--- config.mk ---
export PLATFORM = sky130hd
export DESIGN_NAME = pairing_host
export DESIGN_NICKNAME = d
export VERILOG_FILES = /design/src/rtl/pairing_host.sv
export SDC_FILE = /design/constraint.sdc
export NUM_CORES = 1
export LEC_CHECK = 0
export CORE_UTILIZATION = 55
export CTS_BUF_LIST = sky130_fd_sc_hd__clkbuf_8
export DETAILED_ROUTE_END_ITERATION = 6
export PLACE_DENSITY = 0.8
export SLEW_MARGIN = 20
export SYNTH_ARGS = -nofsm -noshare
export SYNTH_HDL_FRONTEND = slang
export SYNTH_SLANG_ARGS = --single-unit
--- constraint.sdc ---
create_clock -name clk -period 3.1 [get_ports clk]
set_input_delay 0.465 -clock clk [delete_from_list [all_inputs] [get_ports clk]]
set_output_delay 0.465 -clock clk [all_outputs]
set_load 0.005 [all_outputs]
--- src/rtl/pairing_host.sv ---
// pairing_host: host-side controller for the serial pairing wrapper.
// Turns WRITE/READ/RUN/NOP commands plus a parallel word stream into the
// wrapper's bit-serial protocol.
// Ports:
//   clk, reset (async, active-low)
//   cmd_valid/cmd_ready, cmd_op, cmd_addr : command channel
//   wr_data/wr_valid/wr_ready             : operand words, LSB-first
//   rd_data/rd_last/rd_valid/rd_ready     : result words, LSB-first
//   busy                                  : high whenever not IDLE
//   sel, addr, w, update, ready, i        : wrapper controls
//   core_reset                            : arithmetic-core reset pulse
//   o, done                               : wrapper serial out, run complete
module pairing_host #(
  parameter int unsigned W  = 1188,
  parameter int unsigned DW = 32
) (
  input  logic          clk,
  input  logic          reset,
  input  logic          cmd_valid,
  output logic          cmd_ready,
  input  logic [1:0]    cmd_op,
  input  logic [5:0]    cmd_addr,
  input  logic [DW-1:0] wr_data,
  input  logic          wr_valid,
  output logic          wr_ready,
  output logic [DW-1:0] rd_data,
  output logic          rd_last,
  output logic          rd_valid,
  input  logic          rd_ready,
  output logic          busy,
  output logic          sel,
  output logic          w,
  output logic          update,
  output logic          ready,
  output logic          i,
  output logic [5:0]    addr,
  output logic          core_reset,
  input  logic          o,
  input  logic          done
);

  localparam int unsigned NW  = (W + DW - 1) / DW;
  localparam int unsigned LW  = W - (NW - 1) * DW;
  localparam int unsigned BW  = $clog2(W + 1);
  localparam int unsigned WCW = $clog2(NW + 1);
  localparam int unsigned BCW = $clog2(DW + 1);
  localparam int unsigned IW  = $clog2(DW);

  localparam logic [BW-1:0]  BIT_LAST  = BW'(W - 1);
  localparam logic [BW-1:0]  BIT_END   = BW'(W);
  localparam logic [WCW-1:0] WORD_LAST = WCW'(NW - 1);
  localparam logic [WCW-1:0] WORD_END  = WCW'(NW);
  localparam logic [BCW-1:0] LEN_FULL  = BCW'(DW);
  localparam logic [BCW-1:0] LEN_LAST  = BCW'(LW);

  typedef enum logic [3:0] {
    IDLE, W_CLR, W_SHIFT, W_COMMIT, R_SEL, R_LOAD, R_SHIFT, RUN_RST, RUN_WAIT
  } state_e;

  state_e         state_q, state_d;
  logic [5:0]     addr_q, addr_d;
  logic [BW-1:0]  bit_cnt_q, bit_cnt_d;
  logic [WCW-1:0] word_cnt_q, word_cnt_d;
  logic [DW-1:0]  buf_q, buf_d;
  logic [BCW-1:0] buf_cnt_q, buf_cnt_d;
  logic [DW-1:0]  asm_q, asm_d;
  logic [BCW-1:0] asm_cnt_q, asm_cnt_d;
  logic [DW-1:0]  rd_data_q, rd_data_d;
  logic           rd_valid_q, rd_valid_d;
  logic           rd_last_q, rd_last_d;

  logic [BCW-1:0] word_len;
  logic           rd_free;

  always_comb begin
    state_d    = state_q;
    addr_d     = addr_q;
    bit_cnt_d  = bit_cnt_q;
    word_cnt_d = word_cnt_q;
    buf_d      = buf_q;
    buf_cnt_d  = buf_cnt_q;
    asm_d      = asm_q;
    asm_cnt_d  = asm_cnt_q;
    rd_data_d  = rd_data_q;
    rd_valid_d = rd_valid_q;
    rd_last_d  = rd_last_q;
    sel        = 1'b0;
    w          = 1'b0;
    update     = 1'b0;
    ready      = 1'b0;
    i          = 1'b0;
    core_reset = 1'b0;
    wr_ready   = 1'b0;

    // Length of the word currently being taken (write) or assembled (read).
    word_len = (word_cnt_q == WORD_LAST) ? LEN_LAST : LEN_FULL;
    rd_free  = !rd_valid_q || rd_ready;

    if (rd_valid_q && rd_ready) begin
      rd_valid_d = 1'b0;
      rd_last_d  = 1'b0;
    end

    case (state_q)
      IDLE: begin
        if (cmd_valid) begin
          addr_d     = cmd_addr;
          bit_cnt_d  = '0;
          word_cnt_d = '0;
          buf_d      = '0;
          buf_cnt_d  = '0;
          asm_d      = '0;
          asm_cnt_d  = '0;
          case (cmd_op)
            2'd0:    state_d = W_CLR;
            2'd1:    state_d = R_SEL;
            2'd2:    state_d = RUN_RST;
            default: state_d = IDLE;
          endcase
        end
      end
      W_CLR: begin
        update  = 1'b1;
        state_d = W_SHIFT;
      end
      W_SHIFT: begin
        if (buf_cnt_q != '0) begin
          ready     = 1'b1;
          i         = buf_q[0];
          buf_d     = buf_q >> 1;
          buf_cnt_d = buf_cnt_q - BCW'(1);
          bit_cnt_d = bit_cnt_q + BW'(1);
          if (bit_cnt_q == BIT_LAST) state_d = W_COMMIT;
        end
      end
      W_COMMIT: begin
        sel     = 1'b1;
        w       = 1'b1;
        state_d = IDLE;
      end
      R_SEL: begin
        sel     = 1'b1;
        state_d = R_LOAD;
      end
      R_LOAD: begin
        update  = 1'b1;
        state_d = R_SHIFT;
      end
      R_SHIFT: begin
        if (bit_cnt_q != BIT_END) begin
          // The bit that completes a word goes straight to the output
          // register, so a busy output register stalls the serial stream.
          if (asm_cnt_q + BCW'(1) == word_len) begin
            if (rd_free) begin
              ready                        = 1'b1;
              rd_data_d                    = asm_q;
              rd_data_d[asm_cnt_q[IW-1:0]] = o;
              rd_valid_d                   = 1'b1;
              rd_last_d                    = (word_cnt_q == WORD_LAST);
              asm_d                        = '0;
              asm_cnt_d                    = '0;
              word_cnt_d                   = word_cnt_q + WCW'(1);
              bit_cnt_d                    = bit_cnt_q + BW'(1);
            end
          end else begin
            ready                    = 1'b1;
            asm_d[asm_cnt_q[IW-1:0]] = o;
            asm_cnt_d                = asm_cnt_q + BCW'(1);
            bit_cnt_d                = bit_cnt_q + BW'(1);
          end
        end else if (rd_valid_q && rd_ready && rd_last_q) begin
          state_d = IDLE;
        end
      end
      RUN_RST: begin
        core_reset = 1'b1;
        state_d    = RUN_WAIT;
      end
      RUN_WAIT: begin
        if (done) state_d = IDLE;
      end
      default: state_d = IDLE;
    endcase

    // A new word may land in the buffer as its last bit leaves; the load
    // overrides the shift update above.
    if ((state_q == W_CLR || state_q == W_SHIFT) &&
        buf_cnt_q <= BCW'(1) && word_cnt_q != WORD_END) begin
      wr_ready = 1'b1;
      if (wr_valid) begin
        buf_d      = wr_data;
        buf_cnt_d  = word_len;
        word_cnt_d = word_cnt_q + WCW'(1);
      end
    end
  end

  always_ff @(posedge clk or negedge reset) begin
    if (!reset) begin
      state_q    <= IDLE;
      addr_q     <= '0;
      bit_cnt_q  <= '0;
      word_cnt_q <= '0;
      buf_q      <= '0;
      buf_cnt_q  <= '0;
      asm_q      <= '0;
      asm_cnt_q  <= '0;
      rd_data_q  <= '0;
      rd_valid_q <= 1'b0;
      rd_last_q  <= 1'b0;
    end else begin
      state_q    <= state_d;
      addr_q     <= addr_d;
      bit_cnt_q  <= bit_cnt_d;
      word_cnt_q <= word_cnt_d;
      buf_q      <= buf_d;
      buf_cnt_q  <= buf_cnt_d;
      asm_q      <= asm_d;
      asm_cnt_q  <= asm_cnt_d;
      rd_data_q  <= rd_data_d;
      rd_valid_q <= rd_valid_d;
      rd_last_q  <= rd_last_d;
    end
  end

  assign cmd_ready = (state_q == IDLE);
  assign busy      = (state_q != IDLE);
  assign addr      = addr_q;
  assign rd_data   = rd_data_q;
  assign rd_valid  = rd_valid_q;
  assign rd_last   = rd_last_q;

endmodule

==> results by group <==
Global route
  – GRT Resource Usage Total: 25.7%
  – Initial antenna violation count: 0
  – Vias in the first global route: 5878
  – Global-route wire length before repair: 26.7 mm
  – Largest net degree at the start of global routing: 65
  – Gr ovfl total: 0

Layout
  – Filler cells: 984
  – NumNets Final: 904
  – Multi-input logic area: 0.00329 sq mm
  – Syn-to-layout area delta: 23.1%
  – Commonest cells after routing, fill and taps aside: 135 x dfrtp_1, 93 x clkdlybuf4s50_1, 82 x nor2_1, 79 x nand2_1, 51 x a21oi_1
  – FF/Latch Area: 0.00343 sq mm
  – Ant diodes: 0
  – Final Instance Count excl. Fillers: 1024
  – Final Instance Area: 0.00860 sq mm
  – Fraction of layout cells with a size suffix above 1: 9.46%
  – Commonest non-fill, non-tap cell in the layout: dfrtp_1
  – Layout Utilization: 70.4%

Yosys
  – Post-Synth Simple-Gate Area: 17.7%
  – Mapped cell area: 0.00699 sq mm
  – Number of synthesized flops with an enable pin: 0
  – Yosys cell types: 60
  – Syn Nets: 812
  – Post-synthesis sequential area ratio: 49.1%
  – Cells after synthesis: 751
  – XOR/XNOR Fraction of Synth Area: 1.13%
  – Synth Warn #: 0
  – Synth Area in Compound Gates: 19.9%
  – Synth Area per Inst: 9.30 sq um
  – Mux cell area share after synthesis: 5.18%
  – Synth Flop Type: dfrtp_1
  – Register bit total from synthesis: 137
  – Asr flop ratio synth: 100%
  – Main combinational cell family by area after synthesis: compound AO/OA/AOI/OAI gates
  – Adder-cell share of the synthesized area: 2.51%

Critical path
  – Crit-path slowest cell: or4_4
  – Slowest Stage Delay on Critical Path: 0.53 ns
  – Worst reg-to-reg setup slack: 0.60 ns
  – Crit-path cells: or3b_1 > or4_4 > o31ai_4 > or2_1 > nor3_2 > dlygate4sd2_1
  – Crit path launch type: register
  – Kind of critical path: register to output pin
  – CP Buf/Inv Count: 1
  – Critical path peak fanout: 4
  – CP Data Required Time: 2.63 ns
  – R2R depth: 7
  – Worst R2R End: asm_q[18]
  – CP delay by family, top: simple AND/OR/NAND/NOR gates
  – R2R Path Start: bit_cnt_q[4]
  – WP data arrival: 2.49 ns
  – Critical path endpoint category: output pin

Place
  – Number of port buffers: 95
  – Last weighted congestion value of the routability-driven placer: 0.906
  – DP Cell Count: 988
  – Placed Area: 0.00815 sq mm
  – Detail Placement HPWL: 11.1 mm

Clock network
  – CTS tree: done
  – Clock latency on the worst-skew pair: 0.45 ns
  – Clock slew at reported path FFs: 0.07 ns
  – CTS Buffer Depth: 2
  – CTS H-Tree Depth: 4
  – Clock sink count: 137
  – Clk root buf: clkbuf_8
  – CTS buffer count: 17

Timing
  – Headroom to the max-slew limit: 59.2%
  – Worst-margin pin slew: 0.610 ns
  – RSZ-0062 raised after global routing: no
  – Final setup viols: 0
  – Fmax: 0.338 GHz
  – Setup tns final: 0 ns
  – Final Slew Violations: 0
  – Part of the cycle the worst path needs: 95.4%
  – Fin Clk Skew: 0.00981 ns
  – Hold Violations, Final: 0
  – Min cycle time layout: 2.96 ns

Detailed routing
  – Vias/cell: 5.78
  – Routed WL per cell: 15.6 um
  – WL final: 15.9 mm
  – Vias: 5921
  – Post-route ant nets: 0
  – DR iter-0 viols: 348
  – Drt first pass iters: 4
  – Residual DRC: 0

Floorplan
  – I/O pins: 96
  – Die Area: 0.0132 sq mm
  – Die H: 115 um
  – Core Region: 0.0122 sq mm
  – Row count: 40
  – Initial Util: 57.2%
  – Die Width: 115 um

Job
  – Number of max-cap violations: 0

Power
  – Worst vdd ir: 0.519 mV
  – Pwr/cell area: 734 mW/mm^2
  – Pleak: 0.00373 uW

Worst hold path
  – Worst hold stages: 2
  – Hold endpoint: rd_data[28]
  – Class of the tightest hold or removal check: register to register
  – Hold Crit Start: rd_data[28]

Outcome
  – Status: finished, final reports clean
[power by group]
group | switching [uW] | internal [uW] | total, uW
Combinational | 1440 | 1070 | 2510
Sequential | 274 | 2100 | 2370
Clock | 663 | 760 | 1420
Total | 2380 | 3930 | 6310
[per-layer routing]
metal | share of wire (%) | track usage (%)
met1 | 44 | 31.7
met2 | 50 | 43.3
met3 | 4.0 | 5.61
met4 | 2.2 | 11.3
met5 | 0 | 0
[metrics by stage]
| step | setup slack, ns | total power [uW] | hold slack [ns] |
|---|---|---|---|
| 2_1_floorplan | 0.731 | 4070 | 0.169 |
| 3_3_place_gp | 0.0966 | 4720 | 0.451 |
| 3_5_place_dp | 0.0806 | 4840 | 0.457 |
| 4_1_cts | 0.109 | 6310 | 0.484 |
| 5_1_grt | 0.0254 | 6720 | 0.512 |
| 6_report | 0.144 | 6310 | 0.482 |
[registers in the layout, summed over array words and instances (netlist names)]
register	flops
addr	6
asm_cnt_q	6
asm_q	32
bit_cnt_q	11
buf_cnt_q	6
buf_q	32
rd_data	32
rd_last	1
rd_valid	1
state_q	4
word_cnt_q	6
[timing repair]
action,CTS,global route
buffers inserted,3,0
endpoints found under the hold margin,52,0
resized for setup,7,1
hold buffers,1,0
setup endpoints to repair,1,1
pin swaps,1,0
[area by class of cell]
| type | count | area share [%] |
|---|---|---|
| inverter | 27 | 1.18 |
| tap | 168 | 2.45 |
| timing repair buffer | 125 | 13.7 |
| multi-input combinational | 535 | 38.3 |
| clock inverter | 12 | 1.30 |
| clock buffer | 20 | 3.20 |
| sequential | 137 | 39.9 |
[worst max-delay path by stage]
stage,startpoint,end,slack (ns),depth (start not counted)
3_3_place_gp,cmd_valid,ready,0.1,8
3_5_place_dp,cmd_valid,ready,0.08,8
6_report,bit_cnt_q[4],ready,0.14,6
5_1_grt,buf_cnt_q[0],ready,0.03,9
4_1_cts,buf_cnt_q[0],ready,0.11,9
2_1_floorplan,asm_cnt_q[0],ready,0.73,8
[synthesized netlist by cell type (all sizes together), types with 5 or more instances]
| cell type | number | area, sq um |
|---|---|---|
| nor2 | 83 | 312 |
| inv | 27 | 101 |
| clkbuf | 38 | 143 |
| mux2i | 35 | 350 |
| xnor2 | 7 | 61.3 |
| o21ai | 52 | 260 |
| a21oi | 52 | 264 |
| nor4 | 5 | 43.8 |
| nand3 | 21 | 110 |
| nor3b | 5 | 37.5 |
| nand2 | 81 | 304 |
| buf | 14 | 73.8 |
| or2 | 6 | 37.5 |
| dfrtp | 137 | 3430 |
| a22oi | 31 | 233 |
| and2 | 9 | 58.8 |
| a22o | 24 | 210 |
| o22ai | 33 | 206 |
| nand2b | 11 | 68.8 |
| ha | 14 | 175 |
| nor3 | 12 | 65.1 |
| nor2b | 5 | 31.3 |
[cells by family (layout without fill, tap and decap cells)]
family / Yosys count / after routing
buffers and inverters: 79 / 184
multiplexers: 36 / 36
flip-flops: 137 / 137
AND/OR/NAND/NOR: 260 / 260
AO/OA/AOI/OAI: 216 / 216
adder cells (fa/ha/maj): 14 / 14
XOR/XNOR: 9 / 9
[worst min-delay path: cells and delay by family, from the launching register on]
family / cells / cell delay (ns)
AOI/OAI and AO/OA: 1 / 0.06
and+or+nand+nor: 1 / 0.05
DFF: 1 / 0.34
Power figures use the tool's default switching activity.
